<file path="config.mk">
export PLATFORM = sky130hd
export DESIGN_NAME = wb2axilite_bridge
export DESIGN_NICKNAME = d
export VERILOG_FILES = /design/src/rtl/wb2axilite_pkg.sv /design/src/rtl/wb2axilite_respctr.sv /design/src/rtl/wb2axilite_bridge.sv
export SDC_FILE = /design/constraint.sdc
export NUM_CORES = 1
export LEC_CHECK = 0
export ABC_CLOCK_PERIOD_IN_PS = 5050
export BUFFER_PORTS_ARGS = -buffer_cell sky130_fd_sc_hd__buf_2
export CORE_AREA = 5 5 173 108
export CTS_BUF_LIST = sky130_fd_sc_hd__clkbuf_8
export CTS_CLUSTER_SIZE = 24
export DETAILED_ROUTE_END_ITERATION = 7
export DIE_AREA = 0 0 178 113
export PLACE_DENSITY = 0.61
export SLEW_MARGIN = 25
export SYNTH_ARGS = -nofsm -noshare
export SYNTH_HDL_FRONTEND = slang
export SYNTH_SLANG_ARGS = --single-unit
</file>
<file path="constraint.sdc">
create_clock -name i_clk -period 5.05 [get_ports i_clk]
set_input_delay 0 -clock i_clk [delete_from_list [all_inputs] [get_ports i_clk]]
set_output_delay 0 -clock i_clk [all_outputs]
set_load 0.02 [all_outputs]
</file>
<file path="src/rtl/wb2axilite_pkg.sv">
// Shared constants for the Wishbone-to-AXI4-lite bridge.
package wb2axilite_pkg;

  // Unprivileged, secure, data access.
  localparam logic [2:0] AXI_PROT  = 3'b000;
  // Bufferable and modifiable.
  localparam logic [3:0] AXI_CACHE = 4'b0011;

  localparam logic [1:0] RESP_SLVERR = 2'b10;

  // SLVERR and DECERR both become a WB error; OKAY and EXOKAY become an ack.
  function automatic logic resp_is_err(input logic [1:0] resp);
    return (resp >= RESP_SLVERR);
  endfunction

endpackage

</file>
<file path="src/rtl/wb2axilite_respctr.sv">
// Outstanding-transaction counter and flush tracking for the bridge.
// The flush flag swallows responses that belong to an aborted or failed
// WB cycle; it clears only once every in-flight transaction has returned.
module wb2axilite_respctr #(
  parameter int LGFIFO = 4
) (
  input  logic i_clk,
  input  logic i_reset,
  input  logic i_accept,
  input  logic i_resp,
  input  logic i_err_set,
  input  logic i_wb_cyc,
  output logic o_full,
  output logic o_empty,
  output logic o_flushing
);

  localparam logic [LGFIFO:0] C_ONE  = {{LGFIFO{1'b0}}, 1'b1};
  localparam logic [LGFIFO:0] C_FULL = {1'b1, {LGFIFO{1'b0}}};

  logic [LGFIFO:0] r_count;
  logic [LGFIFO:0] w_count_next;
  logic            r_flush;
  logic            w_dec;

  // A response with nothing in flight (e.g. after a reset) is ignored.
  assign w_dec = i_resp && (r_count != '0);

  // Next counter value; accept and response in one cycle cancel out.
  always_comb begin
    w_count_next = r_count;
    if (i_accept && !w_dec)
      w_count_next = r_count + C_ONE;
    else if (!i_accept && w_dec)
      w_count_next = r_count - C_ONE;
  end

  // Counter and flush state.
  always_ff @(posedge i_clk) begin
    if (i_reset) begin
      r_count <= '0;
      r_flush <= 1'b0;
    end else begin
      r_count <= w_count_next;
      if (w_count_next == '0)
        r_flush <= 1'b0;
      else if (i_err_set || !i_wb_cyc)
        r_flush <= 1'b1;
    end
  end

  assign o_full     = (r_count == C_FULL);
  assign o_empty    = (r_count == '0);
  assign o_flushing = r_flush;

endmodule

</file>
<file path="src/rtl/wb2axilite_bridge.sv">
// Pipelined Wishbone slave to AXI4-lite master. Each WB strobe becomes one
// AXI-lite read or write; responses return in order as WB ack/err. Reads and
// writes are never in flight together, so ordering needs no tag FIFO.
module wb2axilite_bridge
  import wb2axilite_pkg::*;
#(
  parameter int C_AXI_DATA_WIDTH = 32,
  parameter int C_AXI_ADDR_WIDTH = 28,
  parameter int LGFIFO           = 4
) (
  input  logic                            i_clk,
  input  logic                            i_reset,
  input  logic                            i_wb_cyc,
  input  logic                            i_wb_stb,
  input  logic                            i_wb_we,
  input  logic [C_AXI_ADDR_WIDTH-3:0]     i_wb_addr,
  input  logic [C_AXI_DATA_WIDTH-1:0]     i_wb_data,
  input  logic [C_AXI_DATA_WIDTH/8-1:0]   i_wb_sel,
  output logic                            o_wb_stall,
  output logic                            o_wb_ack,
  output logic                            o_wb_err,
  output logic [C_AXI_DATA_WIDTH-1:0]     o_wb_data,
  output logic                            o_axi_awvalid,
  input  logic                            i_axi_awready,
  output logic [C_AXI_ADDR_WIDTH-1:0]     o_axi_awaddr,
  output logic [2:0]                      o_axi_awprot,
  output logic [3:0]                      o_axi_awcache,
  output logic                            o_axi_wvalid,
  input  logic                            i_axi_wready,
  output logic [C_AXI_DATA_WIDTH-1:0]     o_axi_wdata,
  output logic [C_AXI_DATA_WIDTH/8-1:0]   o_axi_wstrb,
  input  logic                            i_axi_bvalid,
  output logic                            o_axi_bready,
  input  logic [1:0]                      i_axi_bresp,
  output logic                            o_axi_arvalid,
  input  logic                            i_axi_arready,
  output logic [C_AXI_ADDR_WIDTH-1:0]     o_axi_araddr,
  output logic [2:0]                      o_axi_arprot,
  output logic [3:0]                      o_axi_arcache,
  input  logic                            i_axi_rvalid,
  output logic                            o_axi_rready,
  input  logic [C_AXI_DATA_WIDTH-1:0]     i_axi_rdata,
  input  logic [1:0]                      i_axi_rresp
);

  localparam int DW = C_AXI_DATA_WIDTH;
  localparam int AW = C_AXI_ADDR_WIDTH - 2;

  logic                    r_awvalid, r_wvalid, r_arvalid;
  logic [AW+1:0]           r_awaddr, r_araddr;
  logic [DW-1:0]           r_wdata;
  logic [DW/8-1:0]         r_wstrb;
  logic                    r_dir_we;
  logic                    r_ack, r_err;
  logic [DW-1:0]           r_rdata;

  logic                    w_accept;
  logic                    w_resp;
  logic [1:0]              w_resp_code;
  logic                    w_resp_live;
  logic                    w_resp_err;
  logic                    w_full, w_empty, w_flushing;

  // Back-pressure: AXI channel blocked, window full, flushing, or direction change.
  assign o_wb_stall = (r_awvalid && !i_axi_awready)
                   || (r_wvalid  && !i_axi_wready)
                   || (r_arvalid && !i_axi_arready)
                   || w_full
                   || w_flushing
                   || (!w_empty && (i_wb_we != r_dir_we));

  assign w_accept    = i_wb_cyc && i_wb_stb && !o_wb_stall;
  assign w_resp      = i_axi_bvalid || i_axi_rvalid;
  assign w_resp_code = i_axi_bvalid ? i_axi_bresp : i_axi_rresp;
  assign w_resp_err  = resp_is_err(w_resp_code);
  // Only responses for the current, non-aborted WB cycle reach the master.
  assign w_resp_live = w_resp && i_wb_cyc && !w_flushing && !w_empty;

  wb2axilite_respctr #(
    .LGFIFO     (LGFIFO)
  ) u_respctr (
    .i_clk      (i_clk),
    .i_reset    (i_reset),
    .i_accept   (w_accept),
    .i_resp     (w_resp),
    .i_err_set  (w_resp_live && w_resp_err),
    .i_wb_cyc   (i_wb_cyc),
    .o_full     (w_full),
    .o_empty    (w_empty),
    .o_flushing (w_flushing)
  );

  // Write address/data channels: set on accept, each dropped on its own ready.
  always_ff @(posedge i_clk) begin
    if (i_reset) begin
      r_awvalid <= 1'b0;
      r_wvalid  <= 1'b0;
      r_awaddr  <= '0;
      r_wdata   <= '0;
      r_wstrb   <= '0;
    end else begin
      if (w_accept && i_wb_we)
        r_awvalid <= 1'b1;
      else if (i_axi_awready)
        r_awvalid <= 1'b0;

      if (w_accept && i_wb_we)
        r_wvalid <= 1'b1;
      else if (i_axi_wready)
        r_wvalid <= 1'b0;

      if (w_accept && i_wb_we) begin
        r_awaddr <= {i_wb_addr, 2'b00};
        r_wdata  <= i_wb_data;
        r_wstrb  <= i_wb_sel;
      end
    end
  end

  // Read address channel and the direction of whatever is in flight.
  always_ff @(posedge i_clk) begin
    if (i_reset) begin
      r_arvalid <= 1'b0;
      r_araddr  <= '0;
      r_dir_we  <= 1'b0;
    end else begin
      if (w_accept && !i_wb_we)
        r_arvalid <= 1'b1;
      else if (i_axi_arready)
        r_arvalid <= 1'b0;

      if (w_accept && !i_wb_we)
        r_araddr <= {i_wb_addr, 2'b00};

      if (w_accept)
        r_dir_we <= i_wb_we;
    end
  end

  // Registered WB response; read data captured on every rvalid.
  always_ff @(posedge i_clk) begin
    if (i_reset) begin
      r_ack   <= 1'b0;
      r_err   <= 1'b0;
      r_rdata <= '0;
    end else begin
      r_ack <= w_resp_live && !w_resp_err;
      r_err <= w_resp_live &&  w_resp_err;
      if (i_axi_rvalid)
        r_rdata <= i_axi_rdata;
    end
  end

  assign o_wb_ack      = r_ack;
  assign o_wb_err      = r_err;
  assign o_wb_data     = r_rdata;

  assign o_axi_awvalid = r_awvalid;
  assign o_axi_awaddr  = r_awaddr;
  assign o_axi_awprot  = AXI_PROT;
  assign o_axi_awcache = AXI_CACHE;
  assign o_axi_wvalid  = r_wvalid;
  assign o_axi_wdata   = r_wdata;
  assign o_axi_wstrb   = r_wstrb;
  assign o_axi_bready  = 1'b1;
  assign o_axi_arvalid = r_arvalid;
  assign o_axi_araddr  = r_araddr;
  assign o_axi_arprot  = AXI_PROT;
  assign o_axi_arcache = AXI_CACHE;
  assign o_axi_rready  = 1'b1;

`ifdef FORMAL
  // Local safety properties; protocol checkers attach externally.
  always @(posedge i_clk) begin
    if (!i_reset) begin
      assert (!(o_wb_ack && o_wb_err));
      assert (!(w_full && w_accept));
    end
  end
`endif

endmodule

</file>
### After elaboration in Yosys (flattened, before gate mapping)

Cells that the tools add are included.

| word-level totals | value |
|---|---|
| flip-flop bits (word level) | 132 |
| output and inout port bits | 146 |
| logic and storage cells | 68 |
| input port bits | 108 |

| cells by class | value |
|---|---|
| add/subtract/negate cells | 2 |
| reduce and logical (&&, ||, !) cells | 41 |
| order comparisons | 1 |
| multiplexer cells | 9 |
| equality and inequality tests | 2 |

Operators by type and width:

| operator | number |
|---|---|
| 1-bit logical AND | 16 |
| 1-bit logical NOT | 11 |
| 5-bit logical NOT | 2 |
| 5-bit two-way mux | 2 |
| 1-bit logical OR | 7 |
| 1-bit two-way mux | 6 |
| 2-bit nonzero test | 3 |
| 5-bit by 1-bit adder with 5-bit output, second input constant | 1 |
| 5-bit equality test, second input constant | 1 |
| 5-bit nonzero test | 1 |
| 5-bit by 1-bit subtractor with 5-bit output, second input constant | 1 |
| 2-bit greater-or-equal comparator, second input constant | 1 |
| 2-bit two-way mux | 1 |
| 2-bit OR reduction | 1 |
| 1-bit != test | 1 |

### Longest topological paths before layout

| depth | value |
|---|---|
| depth in word-level cells | 15 |
| gate-level depth with buffers | 9 |
| mapped depth without buffers | 8 |

### By module

From an unflattened synthesis, not the netlist that was laid out.

| unflattened totals | value |
|---|---|
| cell total of the unflattened synthesis | 567 |
| area total of the unflattened synthesis | 5387.7 µm² |

By module, submodules not included:

| module | times used | cells each | area each (µm²) |
|---|---|---|---|
| wb2axilite_bridge | 1 | 513 | 4934.7 |
| wb2axilite_respctr | 1 | 54 | 452.9 |

### Worst setup path after synthesis

No wires, ideal clock.

| timing | value |
|---|---|
| kind | flip-flop to flip-flop |
| start point | register u_respctr.r_count[0] |
| end point | register u_respctr.r_flush, in the netlist u_respctr.o_flushing |
| library setup time | 0.136 ns |
| stages on the path, launching flop included | 9 |
| arrival time | 1.808 ns |
| period minus slack after synthesis | 1.944 ns |
| setup slack | 3.106 ns |
| cells stage by stage | dfxtp_1 -> inv_1 -> ha_1 -> or3b_1 -> a21o_4 -> a211oi_1 -> a41oi_1 -> xor2_1 -> a41oi_2 |

| between the ends | value |
|---|---|
| word-level cells in the longest chain between the ends | 12 |

Ends and longest elaborated chain:

| item | RTL line | RTL |
|---|---|---|
| from (decl) | wb2axilite_respctr.sv:21 | `logic [LGFIFO:0] r_count;` |
| from (signal assigned) | wb2axilite_respctr.sv:44 | `r_count <= w_count_next;` |
| 5-bit equality test or 5-bit logical NOT (tied branches) | wb2axilite_respctr.sv:52, wb2axilite_respctr.sv:53 |  |
| 1-bit logical OR or 1-bit logical NOT (tied branches) | wb2axilite_bridge.sv:68, wb2axilite_bridge.sv:70, wb2axilite_bridge.sv:77 |  |
| 1-bit logical OR or 1-bit logical AND (tied branches) | wb2axilite_bridge.sv:69, wb2axilite_bridge.sv:70 |  |
| 1-bit logical OR | wb2axilite_bridge.sv:70 | `\|\| (!w_empty && (i_wb_we != r_dir_we));` |
| 1-bit logical NOT | wb2axilite_bridge.sv:72 | `assign w_accept = i_wb_cyc && i_wb_stb && !o_wb_stall;` |
| 1-bit logical AND | wb2axilite_bridge.sv:72 |  |
| 1-bit logical NOT | wb2axilite_respctr.sv:34 | `else if (!i_accept && w_dec)` |
| 1-bit logical AND | wb2axilite_respctr.sv:34 |  |
| 5-bit two-way mux | wb2axilite_respctr.sv:34 |  |
| 5-bit two-way mux | wb2axilite_respctr.sv:32 | `if (i_accept && !w_dec)` |
| 5-bit logical NOT | wb2axilite_respctr.sv:45 | `if (w_count_next == '0)` |
| 2-bit OR reduction (no line) | n/a |  |
| to (signal assigned) | wb2axilite_respctr.sv:42 | `r_flush <= 1'b0;` |
| to (signal assigned) | wb2axilite_respctr.sv:46 | `r_flush <= 1'b0;` |
| to (signal assigned) | wb2axilite_respctr.sv:48 | `r_flush <= 1'b1;` |
| to (decl) | wb2axilite_respctr.sv:23 | `logic r_flush;` |

Parallel ways exist; a longest one is shown, timed or not.
A chain may end at the register's enable or synchronous reset.

### Final worst setup path

| timing | value |
|---|---|
| start point | register u_respctr.r_count[0] |
| end point | register r_wdata[26], in the netlist o_axi_wdata[26] |

| between the ends | value |
|---|---|
| word-level cells in the longest chain between the ends | 7 |

Ends and longest elaborated chain:

| item | RTL line | RTL |
|---|---|---|
| 5-bit equality test or 5-bit logical NOT (tied branches) | wb2axilite_respctr.sv:52, wb2axilite_respctr.sv:53 |  |
| 1-bit logical OR or 1-bit logical NOT (tied branches) | wb2axilite_bridge.sv:68, wb2axilite_bridge.sv:70 |  |
| 1-bit logical OR or 1-bit logical AND (tied branches) | wb2axilite_bridge.sv:69, wb2axilite_bridge.sv:70 |  |
| 1-bit logical OR * | wb2axilite_bridge.sv:70 |  |
| 1-bit logical NOT * | wb2axilite_bridge.sv:72 |  |
| 1-bit logical AND * | wb2axilite_bridge.sv:72 |  |
| 1-bit logical AND * | wb2axilite_bridge.sv:112 | `if (w_accept && i_wb_we) begin` |
| to (signal assigned) | wb2axilite_bridge.sv:114 | `r_wdata <= i_wb_data;` |
| to (decl) | wb2axilite_bridge.sv:51 | `logic [DW-1:0] r_wdata;` |

Mark *: on every way between the ends. The rest lies on a longest branch, timed or not.

==> metrics.yaml <==
status: "completed"
power_density_nw_per_um2: 377.7
drt_iter0_drc: 239
fmaxAchievable_ghz: 0.3598
intPower_mw: 1.937
min_period_ns: 2.780
ff_latch_area_um2: 2643
wl_per_cell_um: 14.04
drtAntennaViolNets: 0
grt_setup_unrepaired: "false"
hold-worst-slack_ns: 0.09148
clk_pin_slew_ns: 0.08
grt_pass1_wl_mm: 25.17
async_flop_share: 0
cp-start-kind: "flip-flop"
crit_path_end_kind: "flip-flop"
num_vias: 4880
switching_share: 0.3306
clk_latency_ns: 0.42
synth_area_leaders: "dfxtp_1 (53%), nand2_1 (13%), a21oi_1 (9.3%), mux2i_1 (6.4%), nor2_1 (3.2%)"
p_sw_mw: 0.9568
drive_above_1_share: 0.3031
setup_viol: 0
clkPwrFrac: 0.327
ys_ff_latch: 132
p_seq_frac: 0.410
coreArea_um2: 16900
dieArea_um2: 20110
gr-total-overflow: 0
clockBufferDepth: 2
row_count: 37
ys_types: 40
track_usage: 0.1543
final_hold_viol_count: 0
seq_area_frac_synth: 0.5296
required_ns: 5.38
yosys-top-cells-count: "nand2_1 (179), dfxtp_1 (132), a21oi_1 (93)"
vias_per_cell: 4.251
die_w_um: 178
routed_wl_mm: 16.12
worstPathArrival_ns: 3.11
synth_cells: 587
synthToLayoutAreaGrowth_pct: 53.56
irDropWorstVdd_mv: 0.1565
synth_top_area_share: 0.5296
maxCapViolCount: 0
avgSynthCellArea_um2: 8.500
die_h_um: 113
clock-skew-final_ns: 0.01289
grt_pass1_vias: 4891
yosysMostFrequentCell: "nand2_1"
gp_congestion: 0.7499
tritoncts: "yes"
power_leakage_nw: 3.503
grt_max_degree: 79
synth_area_um2: 4990
worst_pin_slew_ns: 1.015
yosysWarnings: 0
start_util: 0.2953
slew_headroom: 0.3233
synth_top_area_cell: "dfxtp_1"
slew_violations: 0
setup_tns_ns: 0
antenna_found_initial: 0
io_buffers: 231
critPathMaxFanout: 34
multi_input_area_um2: 2091
pwr-share-comb: 0.262
ios: 254
ys.flop_type: "dfxtp_1"
dp_hpwl_mm: 10.39
hold_class: "input port to flip-flop"
cts.htree.levels: 4
clkSinkCount: 132
cts-root-buf: "clkbuf_8"
nNetsFinal: 1013
numCtsBuffers: 17
drtPass1Iterations: 4
path_class: "flip-flop to flip-flop"
route.detailed.drc: 0
post_cts_resized: 0
fillers: 1638
timing.final.crit_share: 0.5504
diodes: 0
synth_edf_count: 0
==> flip-flops by register name, summed over array words and instances (netlist names), 4 cells and up <==
signal and count:
u_respctr.r_count 5, o_axi_araddr 26, o_axi_wstrb 4, o_axi_wdata 32
o_axi_awaddr 26, o_wb_data 32
==> layout by cell type (no fill, tap or decap), types with 4 or more instances in the layout <==
| master | count |
|---|---|
| nor2_1 | 43 |
| buf_2 | 230 |
| a21oi_1 | 93 |
| mux2i_1 | 32 |
| nand2_1 | 179 |
| conb_1 | 20 |
| clkinv_4 | 4 |
| dlygate4sd3_1 | 101 |
| dfxtp_1 | 132 |
| buf_4 | 5 |
| inv_1 | 4 |
| nand2b_1 | 4 |
| clkbuf_8 | 18 |
==> layout make-up <==
| cell class | instances | area share |
|---|---|---|
| Sequential cell | 132 | 0.3449 |
| Timing Repair Buffer | 336 | 0.2871 |
| Multi-Input combinational cell | 411 | 0.2729 |
| Tap cell | 234 | 0.03821 |
| Clock buffer | 18 | 0.03233 |
| Clock inverter | 13 | 0.02270 |
| Inverter | 4 | 0.001960 |
==> through the flow <==
stage	instance area [µm²]	total power, mW	utilization	setup WS [ns]	cells
finish	7662	2.894	0.4535	2.270	1148
global route	7662	3.067	0.4535	2.045	1148
CTS	7662	2.937	0.4535	2.255	1148
detailed placement	6230	1.905	0.3687	2.278	1016
global placement	6230	1.902	0.3687	2.332	1016
floorplan	5057	1.713	-	3.106	605
==> worst paths after layout <==
path	startpoint	endpoint	slack, ns	cells after the start
max	u_respctr.r_count[0]	o_axi_wdata[26]	2.27	8
min reg2reg	o_axi_awaddr[15]	o_axi_awaddr[15]	0.45	2
min	i_wb_we	o_axi_wdata[1]	0.09	5
max reg2reg	u_respctr.r_count[0]	o_axi_wdata[26]	2.27	8
==> critical path, cell delays in order, from the launching register on <==
cell and delay (ns):
dfxtp_1 0.36, inv_1 0.15, ha_1 0.19, or3b_1 0.38, a21o_4 0.27, nand3_2 0.55
buf_4 0.50, nand2_1 0.10, a21oi_1 0.17
==> power groups by stage <==
| stage | Clock, mW | Combinational, mW | Sequential, mW |
|---|---|---|---|
| after floorplan | 0 | 0.432 | 1.28 |
| after global placement | 0 | 0.695 | 1.21 |
| after detailed placement | 0 | 0.697 | 1.21 |
| after CTS | 0.991 | 0.761 | 1.19 |
| after global routing | 1.03 | 0.834 | 1.20 |
| final | 0.948 | 0.760 | 1.19 |
==> logic make-up after synthesis <==
| kind of cell | after synthesis | synth area share |
|---|---|---|
| compound gates | 103 | 0.1136 |
| xor+xnor | 5 | 0.008778 |
| fa+ha+maj | 3 | 0.007523 |
| buf+inv | 62 | 0.06595 |
| flops | 132 | 0.5296 |
| mux | 33 | 0.06645 |
| other cells | 2 | 0.001505 |
| simple gates | 247 | 0.2066 |
==> timing repair <==
| item | in CTS | in global routing |
|---|---|---|
| setup buffers | 0 | 0 |
| hold endpoints to repair | 125 | 0 |
| hold buffers | 101 | 0 |
==> routing by layer <==
metal | vias to the layer above | global-route usage | share of wire
met5 | - | 0 | 0
met4 | 0 | 0.03244 | 0.0061
met3 | 12 | 0.05309 | 0.081
met2 | 153 | 0.2575 | 0.45
met1 | 2215 | 0.1942 | 0.46
li1 | 2500 | - | -
Note: power is estimated with default switching activity, not from simulation.
